[src/rtl/cpu_run_ctrl.sv]
// rtl/cpu_run_ctrl.sv - program loader, reset sequencer and clock-enable gate for the single-cycle core
module cpu_run_ctrl #(
  parameter int unsigned IMEM_DEPTH   = 64,
  parameter int unsigned ADDR_W       = 6,
  parameter int unsigned CNT_W        = 32,
  parameter int unsigned MAX_CYCLES   = 1000,
  parameter int unsigned RESET_CYCLES = 2,
  parameter logic [31:0] HALT_INSTR   = 32'h00000073
) (
  input  logic              clk,
  input  logic              reset,
  input  logic              start,
  input  logic              step_mode,
  input  logic              step,
  input  logic              load_valid,
  output logic              load_ready,
  input  logic [31:0]       load_data,
  input  logic              load_last,
  output logic              imem_we,
  output logic [ADDR_W-1:0] imem_addr,
  output logic [31:0]       imem_wdata,
  output logic              cpu_pc_reset,
  output logic              cpu_rf_reset,
  output logic              cpu_clk_en,
  input  logic [31:0]       cpu_instr,
  output logic              busy,
  output logic              halted,
  output logic              error,
  output logic [CNT_W-1:0]  cycle_count
);

  typedef enum logic [2:0] {
    S_IDLE      = 3'd0,
    S_LOAD      = 3'd1,
    S_RESET_CPU = 3'd2,
    S_RUN       = 3'd3,
    S_HALT      = 3'd4
  } state_t;

  localparam int unsigned RST_W = (RESET_CYCLES > 1) ? $clog2(RESET_CYCLES) : 1;
  localparam logic [ADDR_W-1:0] LAST_ADDR = ADDR_W'(IMEM_DEPTH - 1);
  localparam logic [CNT_W-1:0]  BUDGET    = CNT_W'(MAX_CYCLES);
  localparam logic [RST_W-1:0]  RST_LAST  = RST_W'(RESET_CYCLES - 1);

  state_t             state_q, state_d;
  logic [ADDR_W-1:0]  ptr_q, ptr_d;
  logic [RST_W-1:0]   rst_cnt_q, rst_cnt_d;
  logic [CNT_W-1:0]   cycle_count_q, cycle_count_d;
  logic               error_q, error_d;
  logic               step_prev_q, step_prev_d;

  logic               xfer;
  logic               run_en;
  logic [CNT_W-1:0]   cnt_inc;

  // A step only fires on a fresh rising edge; step_prev_q tracks step in every state.
  always_comb begin
    xfer    = (state_q == S_LOAD) && load_valid;
    run_en  = (state_q == S_RUN) && (step_mode ? (step && !step_prev_q) : 1'b1);
    cnt_inc = (cycle_count_q == '1) ? cycle_count_q : cycle_count_q + CNT_W'(1);
  end

  always_comb begin
    state_d       = state_q;
    ptr_d         = ptr_q;
    rst_cnt_d     = rst_cnt_q;
    cycle_count_d = cycle_count_q;
    error_d       = error_q;
    step_prev_d   = step;

    unique case (state_q)
      S_IDLE: begin
        if (start) begin
          state_d = S_LOAD;
          ptr_d   = '0;
        end
      end
      S_LOAD: begin
        if (xfer) begin
          ptr_d = ptr_q + ADDR_W'(1);
          if (load_last) begin
            state_d       = S_RESET_CPU;
            rst_cnt_d     = '0;
            cycle_count_d = '0;
          end else if (ptr_q == LAST_ADDR) begin
            state_d = S_HALT;
            error_d = 1'b1;
          end
        end
      end
      S_RESET_CPU: begin
        if (rst_cnt_q == RST_LAST) begin
          state_d = S_RUN;
        end else begin
          rst_cnt_d = rst_cnt_q + RST_W'(1);
        end
      end
      S_RUN: begin
        if (run_en) begin
          cycle_count_d = cnt_inc;
          // A halt instruction takes priority over an exhausted budget in the same cycle.
          if (cpu_instr == HALT_INSTR) begin
            state_d = S_HALT;
          end else if ((MAX_CYCLES != 0) && (cnt_inc == BUDGET)) begin
            state_d = S_HALT;
            error_d = 1'b1;
          end
        end
      end
      S_HALT: begin
        if (start) begin
          state_d = S_LOAD;
          ptr_d   = '0;
          error_d = 1'b0;
        end
      end
      default: begin
        state_d = S_IDLE;
      end
    endcase
  end

  always_ff @(posedge clk) begin
    if (reset) begin
      state_q       <= S_IDLE;
      ptr_q         <= '0;
      rst_cnt_q     <= '0;
      cycle_count_q <= '0;
      error_q       <= 1'b0;
      step_prev_q   <= 1'b0;
    end else begin
      state_q       <= state_d;
      ptr_q         <= ptr_d;
      rst_cnt_q     <= rst_cnt_d;
      cycle_count_q <= cycle_count_d;
      error_q       <= error_d;
      step_prev_q   <= step_prev_d;
    end
  end

  assign load_ready   = (state_q == S_LOAD);
  assign imem_we      = xfer;
  assign imem_addr    = xfer ? ptr_q : '0;
  assign imem_wdata   = xfer ? load_data : '0;
  assign cpu_pc_reset = (state_q != S_RUN);
  assign cpu_rf_reset = (state_q != S_RUN);
  assign cpu_clk_en   = run_en;
  assign busy         = (state_q == S_LOAD) || (state_q == S_RESET_CPU) || (state_q == S_RUN);
  assign halted       = (state_q == S_HALT);
  assign error        = error_q;
  assign cycle_count  = cycle_count_q;

endmodule
[config.mk]
export PLATFORM = sky130hd
export DESIGN_NAME = cpu_run_ctrl
export DESIGN_NICKNAME = d
export VERILOG_FILES = /design/src/rtl/cpu_run_ctrl.sv
export SDC_FILE = /design/constraint.sdc
export NUM_CORES = 1
export LEC_CHECK = 0
export CORE_ASPECT_RATIO = 1.4
export CORE_MARGIN = 10
export CORE_UTILIZATION = 39
export CTS_BUF_LIST = sky130_fd_sc_hd__clkbuf_16
export DETAILED_ROUTE_END_ITERATION = 16
export PLACE_DENSITY = 0.78
export SKIP_LAST_GASP = 1
export SLEW_MARGIN = 20
export SYNTH_ARGS = -nofsm -noshare
export SYNTH_HDL_FRONTEND = slang
export SYNTH_SLANG_ARGS = --single-unit
[constraint.sdc]
create_clock -name clk -period 3.35 [get_ports clk]
set_input_delay 0.335 -clock clk [delete_from_list [all_inputs] [get_ports clk]]
set_output_delay 0.335 -clock clk [all_outputs]
set_load 0.005 [all_outputs]
==> results.ini <==
[clock_network]
postCtsSetupRepairBufs = 0
clockBufferDepth = 2
cts_resized = 0
clock_sinks = 44
cts_made_buffers = 5
cts-root-buf = clkbuf_16
cts_tree = yes
clk_latency_ns = 0.28
clkTransAtPathRegs_ns = 0.07
ctsHtreeMaxLevel = 2
cts_hold_buffers = 0

[worst_setup_path]
cp-end-kind = register
cp.required_ns = 3.53
cpMostUsedCell = o31a_1
path_class = reg -> reg
path_max_fanout = 9
r2r_cells = 9
max_stage_delay_ns = 0.72
arrival_ns = 3.46
path_depth = 9
path_buf_inv = 0
path_delay_family = simple AND/OR/NAND/NOR gates
critical-path-slowest-cell = or4_2
worstPathCellList = ha_4 > nand4_4 > or4_2 > o21ai_2 > mux2i_1 > nand4_1 > or4_1 > o31a_1 > o31a_1
critPathLaunchType = register

[yosys]
syn_area_um2 = 3440
synth-edff-count = 0
synth-seq-area-share = 0.256
ys_warn_count = 0
avgSynthCellArea_um2 = 7.27
synthArstFlopShare = 0
netlist_instances = 473
yosys.cell_types.count = 63
synth_seq_cells = 44
syn-num-nets = 546
yosys_most_used_dff = dfxtp_1

[detailed_routing]
dr.pass1.iters = 5
wl_um = 14400
drc_errors = 0
first_iter_violations = 371
wl_per_cell_um = 19.4
drtAntennaViolNets = 0
via_count = 4430
via_per_inst = 5.99

[grt]
grt_pass1_wl_um = 22200
grt_pass1_vias = 4488
overflow = 0
antenna_found_initial = 0
grt_max_degree = 41
grtUsageTotal = 0.205

[sta]
drv_slew = 0
timing.final.crit_share = 0.981
fin_setup_tns_ns = 0
skew_ns = 0.00546
finalSetupViolations = 0
max-slew-margin-rel = 0.486
fmax_mhz = 304
rsz0062_at_grt = no
finalHoldViolCount = 0
period_needed_ns = 3.29
worst_slew_pin_slew_ns = 0.771

[finish]
register_area_um2 = 882
final_nets = 707
layout-drive-gt1-share = 0.121
antennaDiodeCount = 0
multi_input_area_um2 = 2320
fillers = 795
fin_util = 0.627
area_delta_synth_final_pct = 57.2

[placed_design]
place_congestion = 0.957
hpwl_um = 11400
io_buffers = 148

[pwr]
power_density_nw_per_um2 = 300
p_leak_nw = 2.03
p_total_mw = 1.62
irDropWorstVdd_uv = 253

[floorplan]
die_y_um = 131
dieArea_um2 = 13000
rows = 40
core_area_um2 = 8610
initial_core_util = 0.399
num_io_pins = 149
dieWidth_um = 99.3

[status]
status = finished, final reports clean

[worst_hold_path]
worst_hold_path_type = reg -> reg
min_path_cells = 2

[flow_run]
drv_cap = 0

==> layout make-up <==
class | instances | share of cell area
timing repair buffer | 196 | 0.341
tap | 105 | 0.0243
sequential | 44 | 0.163
clock buffer | 5 | 0.0232
clock inverter | 2 | 0.0111
multi-input combinational | 376 | 0.429
inverter | 11 | 0.00764
==> final timing paths <==
kind	from	endpoint	slack (ns)
setup / recovery	cycle_count[0]	state_q[0]	0.06
hold / removal	error	error	0.47
setup reg to reg	cycle_count[0]	state_q[0]	0.06
hold reg to reg	error	error	0.47
==> placed cells by master (no fill, tap or decap), types with 4 or more instances in the layout <==
cell,n
mux2i_1,6
a31oi_1,7
a311oi_1,10
nor2_1,48
clkbuf_16,5
nor4_1,11
xnor2_1,8
inv_1,10
o21ai_0,23
nand4_1,19
buf_4,48
and3_1,43
clkdlybuf4s50_1,148
and4_1,6
dfxtp_1,43
xor2_1,5
or4_1,5
a211oi_1,8
nand3_1,20
a21oi_1,31
nand2_1,40
nor2b_1,4
nor3_1,18
==> cell usage after synthesis (5+ instances only) <==
library cell | n | area (um2)
o21ai_0 | 24 | 120
buf_2 | 5 | 25.0
or4_1 | 5 | 37.5
and4_1 | 6 | 52.6
nand2_1 | 40 | 150
clkbuf_1 | 28 | 105
nand3_1 | 20 | 100
a21oi_1 | 31 | 155
dfxtp_1 | 44 | 881
a31oi_1 | 7 | 43.8
a311oi_1 | 10 | 87.6
and3_1 | 43 | 269
a211oi_1 | 8 | 60.1
nor2_1 | 49 | 184
nor4_1 | 11 | 68.8
xnor2_1 | 8 | 70.1
xor2_1 | 5 | 43.8
inv_1 | 10 | 37.5
nand4_1 | 19 | 119
nor3_1 | 18 | 90.1
mux2i_1 | 6 | 60.1
==> report_power, final <==
group | switching (mW) | internal [mW] | leakage (nW)
sequential | 0.0251 | 0.537 | 0.356
combinational | 0.196 | 0.230 | 1.58
clock | 0.207 | 0.423 | 0.0899
==> registers in the layout (all words and copies together), names as in the netlist <==
name         count
cycle_count     32
error            1
ptr_q            6
rst_cnt_q        1
state_q          3
step_prev_q      1
==> cells by family (layout without fill, tap and decap cells) <==
family / count (synthesis) / in the layout / synth area share
XOR/XNOR: 13 / 13 / 0.0331
AO/OA/AOI/OAI: 112 / 112 / 0.211
buffers and inverters: 53 / 214 / 0.0753
AND/OR/NAND/NOR: 243 / 243 / 0.400
multiplexers: 6 / 6 / 0.0175
adder cells (fa/ha/maj): 2 / 2 / 0.00728
flip-flops: 44 / 44 / 0.256
==> layer usage <==
metal  share of wire  GRT usage  vias up
met5               0          0        -
met4           0.030     0.0921        0
met3           0.088     0.0619       34
met2            0.51      0.374      229
met1            0.37      0.211     2080
li1                -          -     2087
==> worst reg2reg max path, stage by stage (launching register included) <==
cell	delay, ns
dfxtp_2	0.42
ha_4	0.20
nand4_4	0.10
or4_2	0.72
o21ai_2	0.19
mux2i_1	0.23
nand4_1	0.10
or4_1	0.58
o31a_1	0.36
o31a_1	0.28
==> through the flow <==
step	cells	instance area (um2)	hold WS (ns)	setup WS (ns)
detailed placement	731	5210	0.460	0.0936
global route	739	5400	0.517	0.000560
floorplan	473	3450	0.453	0.00857
finish	739	5400	0.467	0.0648
global placement	731	5200	0.456	0.203
CTS	738	5390	0.471	0.0879
(Power assumes the default switching activity.)
